$ cat config.mk
export PLATFORM = sky130hd
export DESIGN_NAME = alu_share_arbiter
export DESIGN_NICKNAME = d
export VERILOG_FILES = /design/src/rtl/alu_share_arbiter.sv
export SDC_FILE = /design/constraint.sdc
export NUM_CORES = 1
export LEC_CHECK = 0
export ABC_AREA = 0
export BUFFER_PORTS_ARGS = -buffer_cell sky130_fd_sc_hd__buf_4
export CAP_MARGIN = 10
export CORE_UTILIZATION = 40
export CTS_CLUSTER_SIZE = 12
export DETAILED_ROUTE_END_ITERATION = 8
export GPL_TIMING_DRIVEN = 0
export PLACE_DENSITY = 0.83
export SYNTH_ARGS = -nofsm -noshare
export SYNTH_HDL_FRONTEND = slang
export SYNTH_SLANG_ARGS = --single-unit
export TNS_END_PERCENT = 20
$ cat constraint.sdc
create_clock -name clk -period 3.7 [get_ports clk]
set_input_delay 0.37 -clock clk [delete_from_list [all_inputs] [get_ports clk]]
set_output_delay 0.37 -clock clk [all_outputs]
set_load 0.005 [all_outputs]
$ cat src/rtl/alu_share_arbiter.sv
`default_nettype none
// ============================================================================
//  Module   : alu_share_arbiter
//  Purpose  : Shares one combinational ALU between the main datapath (port 0)
//             and the branch/compare unit (port 1). Round-robin grant,
//             registered operands, one EXEC cycle, then a held response.
//  Revision : 1.0  initial release
// ============================================================================
module alu_share_arbiter #(
  parameter int unsigned          WIDTH  = 32,
  parameter int unsigned          OPW    = 3,
  parameter logic [OPW-1:0]       NOP_OP = {OPW{1'b0}}
) (
  input  logic             clk,
  input  logic             rst,

  input  logic             req0_valid,
  output logic             req0_ready,
  input  logic [OPW-1:0]   req0_op,
  input  logic [WIDTH-1:0] req0_a,
  input  logic [WIDTH-1:0] req0_b,
  input  logic [1:0]       req0_srcb,

  input  logic             req1_valid,
  output logic             req1_ready,
  input  logic [OPW-1:0]   req1_op,
  input  logic [WIDTH-1:0] req1_a,
  input  logic [WIDTH-1:0] req1_b,
  input  logic [1:0]       req1_srcb,

  output logic             rsp0_valid,
  input  logic             rsp0_ready,
  output logic             rsp1_valid,
  input  logic             rsp1_ready,
  output logic [WIDTH-1:0] rsp_data,
  output logic             rsp_less,
  output logic             rsp_equal,
  output logic             rsp_greater,
  output logic             rsp_overflow,

  output logic [OPW-1:0]   alu_op,
  output logic [WIDTH-1:0] alu_a,
  output logic [WIDTH-1:0] alu_b,
  output logic [1:0]       alu_srcb,
  input  logic [WIDTH-1:0] alu_out,
  input  logic             alu_less,
  input  logic             alu_equal,
  input  logic             alu_greater,
  input  logic             alu_overflow
);

  typedef enum logic [1:0] {
    ST_IDLE = 2'd0,
    ST_EXEC = 2'd1,
    ST_RESP = 2'd2
  } state_t;

  state_t           state_q,    state_d;
  logic             rr_ptr_q,   rr_ptr_d;
  logic             owner_q,    owner_d;
  logic [OPW-1:0]   op_q,       op_d;
  logic [WIDTH-1:0] a_q,        a_d;
  logic [WIDTH-1:0] b_q,        b_d;
  logic [1:0]       srcb_q,     srcb_d;
  logic [WIDTH-1:0] rsp_data_q, rsp_data_d;
  logic [3:0]       flags_q,    flags_d;   // {less, equal, greater, overflow}

  logic             grant0;
  logic             grant1;
  logic             owner_rsp_ready;

  // The owner's consume strobe; the other port's rsp_ready is ignored.
  assign owner_rsp_ready = owner_q ? rsp1_ready : rsp0_ready;

  // Next-state, grant and operand/result capture logic.
  always_comb begin
    state_d    = state_q;
    rr_ptr_d   = rr_ptr_q;
    owner_d    = owner_q;
    op_d       = op_q;
    a_d        = a_q;
    b_d        = b_q;
    srcb_d     = srcb_q;
    rsp_data_d = rsp_data_q;
    flags_d    = flags_q;
    grant0     = 1'b0;
    grant1     = 1'b0;

    case (state_q)
      ST_IDLE: begin
        // A lone requester always wins; on contention rr_ptr picks.
        if (req0_valid && (!req1_valid || !rr_ptr_q)) begin
          grant0 = 1'b1;
        end else if (req1_valid) begin
          grant1 = 1'b1;
        end

        if (grant0) begin
          op_d    = req0_op;
          a_d     = req0_a;
          b_d     = req0_b;
          srcb_d  = req0_srcb;
          owner_d = 1'b0;
          state_d = ST_EXEC;
        end else if (grant1) begin
          op_d    = req1_op;
          a_d     = req1_a;
          b_d     = req1_b;
          srcb_d  = req1_srcb;
          owner_d = 1'b1;
          state_d = ST_EXEC;
        end
      end

      ST_EXEC: begin
        rsp_data_d = alu_out;
        flags_d    = {alu_less, alu_equal, alu_greater, alu_overflow};
        state_d    = ST_RESP;
      end

      ST_RESP: begin
        // Hand priority to the other port once this response is taken.
        if (owner_rsp_ready) begin
          rr_ptr_d = ~owner_q;
          state_d  = ST_IDLE;
        end
      end

      default: begin
        state_d = ST_IDLE;
      end
    endcase
  end

  // State and datapath registers with synchronous reset.
  always_ff @(posedge clk) begin
    if (rst) begin
      state_q    <= ST_IDLE;
      rr_ptr_q   <= 1'b0;
      owner_q    <= 1'b0;
      op_q       <= NOP_OP;
      a_q        <= '0;
      b_q        <= '0;
      srcb_q     <= '0;
      rsp_data_q <= '0;
      flags_q    <= '0;
    end else begin
      state_q    <= state_d;
      rr_ptr_q   <= rr_ptr_d;
      owner_q    <= owner_d;
      op_q       <= op_d;
      a_q        <= a_d;
      b_q        <= b_d;
      srcb_q     <= srcb_d;
      rsp_data_q <= rsp_data_d;
      flags_q    <= flags_d;
    end
  end

  // Ready is suppressed during reset since the state register may not be IDLE yet.
  assign req0_ready = grant0 & ~rst;
  assign req1_ready = grant1 & ~rst;

  // The ALU sees the latched operation only during EXEC; otherwise a quiet NOP.
  always_comb begin
    alu_op   = NOP_OP;
    alu_a    = '0;
    alu_b    = '0;
    alu_srcb = '0;
    if (state_q == ST_EXEC) begin
      alu_op   = op_q;
      alu_a    = a_q;
      alu_b    = b_q;
      alu_srcb = srcb_q;
    end
  end

  assign rsp0_valid   = (state_q == ST_RESP) && !owner_q;
  assign rsp1_valid   = (state_q == ST_RESP) &&  owner_q;
  assign rsp_data     = rsp_data_q;
  assign rsp_less     = flags_q[3];
  assign rsp_equal    = flags_q[2];
  assign rsp_greater  = flags_q[1];
  assign rsp_overflow = flags_q[0];

endmodule
`default_nettype wire
# Yosys cells after proc, flatten, opt, wreduce, memory -nomap -nowiden
# Index checks and enable logic that the tools add are counted.
[word_totals]
wordCells = 55
out_inout_bits = 109
regBits = 109
in_bits = 180
[op_classes]
n_mux = 26
reduce_logical = 12
n_eq_ne = 4
n_bitwise = 4
[ops]
columns = ["operator", "count"]
rows = [
  ["$mux W32", 6],
  ["$mux W2", 6],
  ["$mux W1", 10],
  ["$mux W3", 3],
  ["$pmux W2 S3", 1],
  ["$reduce_and A2 Y1", 3],
  ["$logic_and A1 B1 Y1", 3],
  ["$logic_not A1 Y1", 3],
  ["$ne A3 B3 Y1 const B", 1],
  ["$and A1 B1 Y1", 2],
  ["$eq A2 B1 Y1 const B", 1],
  ["$eq A2 B2 Y1 const B", 1],
  ["$logic_not A2 Y1", 1],
  ["$ne A2 B2 Y1 const B", 1],
  ["$not A1 Y1", 2],
  ["$reduce_bool A2 Y1", 1],
  ["$logic_or A1 B1 Y1", 1],
]

# Logic depth before layout (Yosys ltp)
# Gate-level depths: netlist (run 1).
[depth]
ltp_word = 8
ltp_mapped = 6
depth_no_buf = 3

# Worst setup path after synthesis (run 1)
# OpenSTA, ideal clock, no wires.
[synth_path]
path_kind = "reg2out"
start = "register state_q[0]"
end = "output port alu_a[14]"
path_buffers = 3
setup_slack_ns = 2.211
t_required_ns = 3.330
stages_incl_launch_ff = 6
arrival_ns = 1.119
cell_sequence = "dfxtp_1 nor2b_1 buf_2 buf_4 clkbuf_1 and2_1"
[synth_via]
elab_chain_len = 2
[synth_lines]
columns = ["item", "line", "text"]
rows = [
  ["start: declaration", "58", "state_t state_q, state_d;"],
  ["start signal: assignment", "148", "state_q <= state_d;"],
  ["$eq A2 B1 Y1", "170", "if (state_q == ST_EXEC) begin"],
  ["$mux W32", "170", ""],
  ["end: declaration", "42", "output logic [WIDTH-1:0] alu_a,"],
]
# Every way passes these cells.

# Final worst setup path (run 1)
# Ends and elaborated chain as after synthesis.

==> impl_metrics.env, run 1 <==
export IMPL_routed_wl_mm=17.3
export IMPL_seq_area_frac_synth_pct=42.7
export IMPL_clockBufferDepth=2
export IMPL_wire_per_inst_microns=15.4
export IMPL_worst_pin_slew_ns=0.596
export IMPL_initial_core_util_pct=41.8
export IMPL_ctsResizeCount=0
export IMPL_vias_per_cell=5.07
export IMPL_area_growth_syn_to_layout_pct=52.4
export IMPL_crit_type="reg -> out"
export IMPL_worstPathArrival_ns=1.91
export IMPL_rsz0062_at_grt="false"
export IMPL_hold_path_class="in -> reg"
export IMPL_min_period_over_period_pct=61.7
export IMPL_maxCapViolCount=0
export IMPL_max_freq_mhz=438
export IMPL_die_area_sq_um=13200
export IMPL_critical_path_endpoint="alu_a[14]"
export IMPL_cts_tree="built"
export IMPL_vias=5674
export IMPL_grt_pass1_wl_mm=26.2
export IMPL_ir_drop_mv=0.354
export IMPL_cts_hold_buffers_added=0
export IMPL_port_buffers=287
export IMPL_antenna_found_initial=0
export IMPL_fin_cells=1119
export IMPL_crit_fanout=10
export IMPL_synthDistinctLibCells=23
export IMPL_place_gp_congestion=0.848
export IMPL_placed_cells_incl_taps=1103
export IMPL_cts_setup_buffers=0
export IMPL_fp_dieW_microns=115
export IMPL_dp_hpwl_mm=13.0
export IMPL_fill_cells=1095
export IMPL_rows=40
export IMPL_grt_ovfl_total=0
export IMPL_setup_violations_final=0
export IMPL_fin_nets=1126
export IMPL_syn_instance_count=648
export IMPL_r2r_cells=4
export IMPL_finalWorstSetupSlack_ns=1.42
export IMPL_critical_path_required_ns=3.33
export IMPL_utilization_pct=63.7
export IMPL_path_clk_slew_ns=0.07
export IMPL_drv_slew=0
export IMPL_final_hold_viol_count=0
export IMPL_yosysWarnings=0
export IMPL_mostFrequentLayoutCell="buf_4"
export IMPL_ioPinCount=289
export IMPL_synth_nets=828
export IMPL_powerDensity_nw_per_um2=400
export IMPL_tns_ns=0
export IMPL_htree_levels=3
export IMPL_endpoint_kind="primary output"
export IMPL_antenna_cells=0
export IMPL_syn_area_sq_um=5110
export IMPL_final_cell_mix="buf_4 (289), nand2_1 (211), dfxtp_1 (109)"
export IMPL_ant_nets=0
export IMPL_synth_seq_cells=109
export IMPL_first_global_vias=5384
export IMPL_core_area_sq_um=12200
export IMPL_p_leak_nw=3.58
export IMPL_cts_inserted_buffers=9
export IMPL_dpl_worst_slack_ns=1.78
export IMPL_first_pass_iters=4
export IMPL_r2r_setup_slack_ns=2.08
export IMPL_status="finished clean"
export IMPL_maxSlewHeadroom_pct=60.3
export IMPL_period_minus_slack_ns=2.28
export IMPL_cts_root_buf="clkbuf_16"
export IMPL_drive_gt1_share_pct=36.9
export IMPL_start_kind="flop"
export IMPL_worstReg2RegEnd="b_q[10]"
export IMPL_r2r_start="rr_ptr_q"
export IMPL_cts_sinks=109
export IMPL_clk_latency_ns=0.36
export IMPL_regArea_sq_um=2180
export IMPL_drc=0
export IMPL_die_h_microns=115
export IMPL_holdWs_ns=0.256
export IMPL_postSynthAreaPerCell_sq_um=7.88
export IMPL_grt_usage_pct=25.6
export IMPL_drtIter0Drc=239
export IMPL_skew_ns=0.00776
export IMPL_grt_max_degree=19
export IMPL_cp_startpoint="state_q[0]"
export IMPL_multi_input_area_sq_um=2600
[final cells by class]
class / instances / area share [%]
Buffer: 62 / 4.05
Clock buffer: 11 / 3.12
Clock inverter: 5 / 0.852
Inverter: 2 / 0.0965
Multi-Input combinational cell: 475 / 33.4
Sequential cell: 109 / 28.0
Tap cell: 168 / 2.70
Timing Repair Buffer: 287 / 27.7
[sequential cells by signal, summed over array words and instances, names as in the netlist]
| name | cells |
|---|---|
| a_q | 32 |
| b_q | 32 |
| flags_q | 4 |
| op_q | 3 |
| owner_q | 1 |
| rr_ptr_q | 1 |
| rsp_data | 32 |
| srcb_q | 2 |
| state_q | 2 |
[worst min-delay path by stage]
| stage | cells after the start | to | from |
|---|---|---|---|
| finish | 3 | rsp_data[25] | alu_out[25] |
| global route | 3 | rsp_data[29] | alu_out[29] |
| CTS | 3 | rsp_data[26] | alu_out[26] |
| detailed placement | 2 | rsp_data[16] | rsp_data[16] |
| global placement | 2 | rsp_data[19] | rsp_data[19] |
| floorplan | 2 | a_q[0] | a_q[0] |
[cells in the mapped netlist (all sizes together)]
cell type | count | area [sq um]
and3 | 2 | 12.5
mux2i | 1 | 10.0
nor2 | 2 | 7.51
nand2 | 211 | 792
o21a | 1 | 7.51
nand2b | 34 | 213
a21boi | 1 | 18.8
buf | 37 | 221
nor2b | 3 | 18.8
nor3 | 1 | 5.00
or2 | 1 | 6.26
a2111oi | 1 | 8.76
a21bo | 1 | 10.0
a311oi | 36 | 378
inv | 2 | 7.51
a21oi | 75 | 375
and2 | 72 | 450
clkbuf | 25 | 93.8
dfxtp | 109 | 2180
a32oi | 33 | 289
[worst max-delay path, cell delays in order, from the launching register on]
cell      delay, ns
dfxtp_1        0.40
nor2b_1        0.14
buf_2          0.23
buf_4          0.21
clkbuf_1       0.28
and2_1         0.18
buf_4          0.11
[per-stage QoR]
stage | area, sq um | power (mW)
final | 7780 | 3.12
after global routing | 7780 | 3.26
after CTS | 7780 | 3.14
after detailed placement | 7470 | 2.13
after global placement | 7470 | 2.12
after floorplan | 5110 | 1.76
[kinds of logic (layout without fill, tap and decap cells)]
kind of cell | count (synthesis) | in the layout | synth area share [%]
mux | 1 | 1 | 0.196
buf+inv | 64 | 367 | 6.32
flops | 109 | 109 | 42.7
compound gates | 148 | 148 | 21.3
simple gates | 326 | 326 | 29.5
[routing by layer]
| metal | track usage [%] | routed length, microns |
|---|---|---|
| met3 | 9.01 | 1470 |
| met2 | 45.8 | 8620 |
| met5 | 0 | 0 |
| met1 | 27.6 | 6700 |
| met4 | 9.78 | 486 |
[power by group]
| group | switching, mW | internal [mW] | total [mW] |
|---|---|---|---|
| combinational | 0.360 | 0.381 | 0.741 |
| sequential | 0.0618 | 1.31 | 1.37 |
| clock | 0.455 | 0.553 | 1.01 |
Power figures use the tool's default switching activity.
==> run 2, diff against run 1 <==
==> constraint.sdc (replaced) <==
create_clock -name clk -period 2.26 [get_ports clk]
set_input_delay 0.226 -clock clk [delete_from_list [all_inputs] [get_ports clk]]
set_output_delay 0.226 -clock clk [all_outputs]
set_load 0.005 [all_outputs]
==> impl_metrics.env, run 2 (same netlist as run 1, synthesis figures left out) <==
export IMPL_finalWorstSetupSlack_ns=0.208
export IMPL_rsz0062_at_grt="false"
export IMPL_dp_hpwl_mm=13.0
export IMPL_wire_per_inst_microns=15.4
export IMPL_first_global_vias=5384
export IMPL_fin_nets=1125
export IMPL_grt_usage_pct=25.6
export IMPL_status="finished clean"
export IMPL_antenna_found_initial=0
export IMPL_cts_tree="built"
export IMPL_max_freq_mhz=487
export IMPL_fill_cells=1094
export IMPL_maxCapViolCount=0
export IMPL_vias_per_cell=5.05
export IMPL_die_h_microns=115
export IMPL_period_minus_slack_ns=2.05
export IMPL_die_area_sq_um=13200
export IMPL_path_clk_slew_ns=0.07
export IMPL_worstPathArrival_ns=1.83
export IMPL_grt_pass1_wl_mm=26.2
export IMPL_critical_path_required_ns=2.03
export IMPL_final_hold_viol_count=0
export IMPL_powerDensity_nw_per_um2=656
export IMPL_antenna_cells=0
export IMPL_mostFrequentLayoutCell="buf_4"
export IMPL_grt_ovfl_total=0
export IMPL_hold_path_class="in -> reg"
export IMPL_cts_inserted_buffers=9
export IMPL_htree_levels=3
export IMPL_vias=5645
export IMPL_area_growth_syn_to_layout_pct=52.3
export IMPL_min_period_over_period_pct=90.8
export IMPL_final_cell_mix="buf_4 (289), nand2_1 (211), dfxtp_1 (109)"
export IMPL_endpoint_kind="primary output"
export IMPL_crit_type="reg -> out"
export IMPL_drtIter0Drc=253
export IMPL_core_area_sq_um=12200
export IMPL_place_gp_congestion=0.848
export IMPL_ir_drop_mv=0.578
export IMPL_fp_dieW_microns=115
export IMPL_routed_wl_mm=17.3
export IMPL_initial_core_util_pct=41.8
export IMPL_drc=0
export IMPL_first_pass_iters=5
export IMPL_maxSlewHeadroom_pct=59.4
export IMPL_clk_latency_ns=0.36
export IMPL_cts_hold_buffers_added=0
export IMPL_dpl_worst_slack_ns=0.489
export IMPL_ioPinCount=289
export IMPL_drv_slew=0
export IMPL_port_buffers=287
export IMPL_ant_nets=0
export IMPL_clockBufferDepth=2
export IMPL_regArea_sq_um=2180
export IMPL_cts_root_buf="clkbuf_16"
export IMPL_start_kind="flop"
export IMPL_grt_max_degree=19
export IMPL_worst_pin_slew_ns=0.609
export IMPL_drive_gt1_share_pct=36.9
export IMPL_multi_input_area_sq_um=2600
export IMPL_crit_fanout=10
export IMPL_cts_sinks=109
export IMPL_rows=40
export IMPL_p_leak_nw=3.58
export IMPL_tns_ns=0
export IMPL_setup_violations_final=0
export IMPL_skew_ns=0.00561
[run 2: changes by cell type in the layout (fill, tap and decap cells not counted)]
cell      change
clkbuf_1      -1
[run 2: metrics by stage]
| step | util [%] | cell area (sq um) | cells | hold WS (ns) | power [mW] |
|---|---|---|---|---|---|
| 2_1_floorplan | - | 5110 | 648 | 0.362 | 2.88 |
| 3_3_place_gp | 61.2 | 7470 | 1103 | 0.442 | 3.47 |
| 3_5_place_dp | 61.2 | 7470 | 1103 | 0.447 | 3.49 |
| 4_1_cts | 63.7 | 7780 | 1119 | 0.0961 | 5.14 |
| 5_1_grt | 63.7 | 7780 | 1118 | 0.0950 | 5.34 |
| 6_report | 63.7 | 7780 | 1118 | 0.111 | 5.10 |
[run 2: final timing paths]
check	startpoint	endpoint	slack, ns	depth (start not counted)
worst max-delay path	state_q[0]	alu_a[9]	0.21	5
worst min-delay path	alu_out[25]	rsp_data[25]	0.11	3
worst max register to register	state_q[0]	rsp_data[9]	0.66	6
worst min register to register	rsp_data[16]	rsp_data[16]	0.46	2
[run 2: layer usage]
layer  track usage [%]  share of wire [%]
met5                 0                  0
met1              27.6                 38
met3              9.01                8.7
met2              45.8                 50
met4              9.78                2.8
[run 2: area by class of cell]
type,instances,share of cell area (%)
multi-input combinational,475,33.5
clock buffer,11,3.12
timing repair buffer,287,27.7
sequential,109,28.1
clock inverter,5,0.853
inverter,2,0.0965
tap,168,2.70
buffer,61,4.01
[run 2: critical path, stage by stage, from the launching register on]
cell,delay (ns)
dfxtp_1,0.40
nor2b_1,0.14
buf_2,0.23
clkbuf_1,0.35
and2_1,0.23
buf_4,0.12
[run 2: report_power, final]
part	leakage, nW	total, mW	switching (mW)	internal (mW)
Clock	0.148	1.65	0.745	0.904
Combinational	2.53	1.21	0.589	0.622
Sequential	0.901	2.24	0.101	2.14
[run 2: what timing repair did]
| item | in CTS | in global routing |
|---|---|---|
| setup buffers | 0 | 0 |
| gates resized for setup | 0 | 0 |
| endpoints found under the setup margin | 0 | 10 |
==> run 3, diff against run 2 <==
--- a/config.mk
+++ b/config.mk
@@ -6,13 +6,14 @@
 export NUM_CORES = 1
 export LEC_CHECK = 0
 export ABC_AREA = 0
-export BUFFER_PORTS_ARGS = -buffer_cell sky130_fd_sc_hd__buf_4
 export CAP_MARGIN = 10
 export CORE_UTILIZATION = 40
 export CTS_CLUSTER_SIZE = 12
 export DETAILED_ROUTE_END_ITERATION = 8
+export DONT_BUFFER_PORTS = 1
 export GPL_TIMING_DRIVEN = 0
-export PLACE_DENSITY = 0.83
+export HOLD_SLACK_MARGIN = 0.15
+export PLACE_DENSITY = 0.63
 export SYNTH_ARGS = -nofsm -noshare
 export SYNTH_HDL_FRONTEND = slang
 export SYNTH_SLANG_ARGS = --single-unit
==> impl_metrics.env, run 3 <==
export IMPL_rows=40
export IMPL_ctsResizeCount=0
export IMPL_dp_hpwl_mm=11.9
export IMPL_cts_hold_buffers_added=168
export IMPL_yosysTopAreaCellShare_pct=42.7
export IMPL_synthDistinctLibCells=23
export IMPL_clockBufferDepth=2
export IMPL_ioPinCount=289
export IMPL_synth_most_common_cell="nand2_1"
export IMPL_cts_inserted_buffers=9
export IMPL_cts_root_buf="clkbuf_16"
export IMPL_place_gp_congestion=0.831
export IMPL_postSynthAreaPerCell_sq_um=7.88
export IMPL_ys_top_cells_by_count="nand2_1 (211), dfxtp_1 (109), a21oi_1 (75)"
export IMPL_lastStage="clock tree synthesis"
export IMPL_synth_nets=828
export IMPL_htree_levels=3
export IMPL_synthArstFlopShare_pct=0
export IMPL_syn_instance_count=648
export IMPL_cts_setup_buffers=0
export IMPL_cts_sinks=109
export IMPL_yosys_most_used_dff="dfxtp_1"
export IMPL_fp_dieW_microns=115
export IMPL_seq_area_frac_synth_pct=42.7
export IMPL_initial_core_util_pct=41.8
export IMPL_syn_area_sq_um=5110
export IMPL_synth_edf_count=0
export IMPL_firstError="[ERROR RSZ-0060] Max buffer count reached."
export IMPL_synthTopCellsByArea="dfxtp_1 (43%), nand2_1 (16%), and2_1 (8.8%)"
export IMPL_yosysWarnings=0
export IMPL_status="aborted with a tool error"
export IMPL_yosys_area_top_type="dfxtp_1"
export IMPL_synth_seq_cells=109
export IMPL_die_h_microns=115
export IMPL_port_buffers=0
-- run 3: cell counts after synthesis --
Identical to the previous run, type by type.
-- run 3: per-stage QoR --
stage / util, % / std cells / cell area [sq um] / hold slack, ns / setup WS [ns]
3_3_place_gp: 43.5 / 816 / 5320 / 0.364 / 0.532
3_5_place_dp: 43.5 / 816 / 5320 / 0.370 / 0.513
2_1_floorplan: - / 648 / 5110 / 0.362 / 0.915
-- run 3: cell families after synthesis --
family,share of synthesized area (%)
DFF,42.7
and+or+nand+nor,29.5
AOI/OAI and AO/OA,21.3
muxes,0.196
buffers and inverters,6.32
==> run 4, diff against run 3 <==
--- a/config.mk
+++ b/config.mk
@@ -7,13 +7,11 @@
 export LEC_CHECK = 0
 export ABC_AREA = 0
 export CAP_MARGIN = 10
-export CORE_UTILIZATION = 40
-export CTS_CLUSTER_SIZE = 12
+export CORE_UTILIZATION = 25
 export DETAILED_ROUTE_END_ITERATION = 8
 export DONT_BUFFER_PORTS = 1
 export GPL_TIMING_DRIVEN = 0
-export HOLD_SLACK_MARGIN = 0.15
-export PLACE_DENSITY = 0.63
+export PLACE_DENSITY_LB_ADDON = 0.15
 export SYNTH_ARGS = -nofsm -noshare
 export SYNTH_HDL_FRONTEND = slang
 export SYNTH_SLANG_ARGS = --single-unit
==> impl_metrics.env, run 4 (same netlist as run 1, synthesis figures left out) <==
export IMPL_core_area_sq_um=19700
export IMPL_r2r_cells=4
export IMPL_ctsResizeCount=0
export IMPL_maxCapViolCount=0
export IMPL_crit_slowest_cell="dfxtp_1"
export IMPL_p_total_mw=4.84
export IMPL_crit_type="reg -> out"
export IMPL_grt_ovfl_total=0
export IMPL_drc=0
export IMPL_rows=51
export IMPL_grt_usage_pct=16.9
export IMPL_antenna_cells=0
export IMPL_drtIter0Drc=215
export IMPL_ioPinCount=289
export IMPL_critical_path_required_ns=2.03
export IMPL_fin_nets=874
export IMPL_utilization_pct=31.0
export IMPL_skew_ns=0.00438
export IMPL_wire_per_inst_microns=18.7
export IMPL_first_global_vias=4949
export IMPL_start_kind="flop"
export IMPL_path_cells="nor2b_1, buf_2, clkbuf_1, and2_1"
export IMPL_rsz0062_at_grt="false"
export IMPL_fp_dieW_microns=145
export IMPL_grt_max_degree=20
export IMPL_dp_hpwl_mm=13.6
export IMPL_htree_levels=3
export IMPL_drive_gt1_share_pct=9.30
export IMPL_crit_fanout=10
export IMPL_routed_wl_mm=18.1
export IMPL_min_period_over_period_pct=88.5
export IMPL_worstReg2RegEnd="b_q[14]"
export IMPL_hold_path_class="in -> reg"
export IMPL_p_leak_nw=2.29
export IMPL_path_clk_slew_ns=0.08
export IMPL_cts_root_buf="clkbuf_16"
export IMPL_port_buffers=0
export IMPL_cts_inserted_buffers=9
export IMPL_min_to="b_q[27]"
export IMPL_status="finished clean"
export IMPL_cpPeakStageDelay_ns=0.41
export IMPL_worstPathArrival_ns=1.77
export IMPL_first_pass_iters=6
export IMPL_cts_sinks=109
export IMPL_r2r_start="rr_ptr_q"
export IMPL_cp_startpoint="state_q[0]"
export IMPL_hold_depth=2
export IMPL_ir_drop_mv=0.318
export IMPL_powerDensity_nw_per_um2=792
export IMPL_cts_setup_buffers=0
export IMPL_mostFrequentLayoutCell="nand2_1"
export IMPL_vias=4759
export IMPL_initial_core_util_pct=25.9
export IMPL_area_growth_syn_to_layout_pct=19.7
export IMPL_place_gp_congestion=0.847
export IMPL_worst_pin_slew_ns=0.618
export IMPL_cts_tree="built"
export IMPL_tns_ns=0
export IMPL_r2r_setup_slack_ns=0.61
export IMPL_clk_latency_ns=0.36
export IMPL_final_cell_mix="nand2_1 (211), dfxtp_1 (109), a21oi_1 (75)"
export IMPL_antenna_found_initial=0
export IMPL_maxSlewHeadroom_pct=58.8
export IMPL_ant_nets=0
export IMPL_grt_pass1_wl_mm=27.7
export IMPL_max_freq_mhz=500
export IMPL_period_minus_slack_ns=2.00
export IMPL_min_delay_start="req0_b[27]"
export IMPL_vias_per_cell=4.94
export IMPL_setup_violations_final=0
export IMPL_die_h_microns=145
export IMPL_final_hold_viol_count=0
export IMPL_endpoint_kind="primary output"
export IMPL_die_area_sq_um=21000
export IMPL_clockBufferDepth=2
export IMPL_drv_slew=0
==> run 4: cell type report <==
cell class	count	area, sq um
plain buffers	61	312
clock buffers	10	239
clock inverters	6	80.1
fillers	2102	13600
inverters	2	7.51
multi-input cells	475	2600
flip-flops and latches	109	2180
well taps	265	332
repair buffers	36	360
==> run 4: metrics by stage <==
stage                     hold WS, ns  worst slack, ns  instances  instance area, sq um
final                          0.0230            0.260        964                  6110
after global routing          0.00979           0.0385        964                  6110
after CTS                     0.00267            0.128        964                  6110
after detailed placement        0.368            0.377        913                  5440
after global placement          0.366            0.386        913                  5440
after floorplan                 0.362            0.915        648                  5110
==> run 4: metal layers <==
layer | vias to the layer above | track usage [%] | part of all wire [%]
met5 | - | 0 | 0
met3 | 19 | 5.66 | 8.5
li1 | 2284 | - | -
met4 | 0 | 5.21 | 1.4
met1 | 2237 | 20.4 | 43
met2 | 219 | 28.2 | 47
==> run 4: how the worst max path moves through the flow <==
stage          slack [ns]   endpoint  cells past startpoint
2_1_floorplan        0.92  alu_a[14]                      5
6_report             0.26   alu_a[1]                      4
3_5_place_dp         0.38  alu_a[21]                      5
5_1_grt              0.04   alu_a[3]                      4
3_3_place_gp         0.39  alu_a[14]                      5
4_1_cts              0.13   alu_a[3]                      4
==> run 4: worst max-delay path: cells and delay by family (launching register included) <==
family	cells	cell delay, ns
simple gates	2	0.39
buf+inv	2	0.61
flops	1	0.41
==> run 4: power breakdown <==
| part | switching [mW] | total [mW] | internal [mW] |
|---|---|---|---|
| combinational | 0.522 | 0.871 | 0.349 |
| sequential | 0.121 | 2.26 | 2.14 |
| clock | 0.799 | 1.71 | 0.911 |
| total | 1.44 | 4.84 | 3.40 |
==> run 4: what timing repair did <==
action / in CTS / in global routing
endpoints found under the hold margin: 36 / 0
hold buffers: 36 / 0
endpoints found under the setup margin: 10 / 0
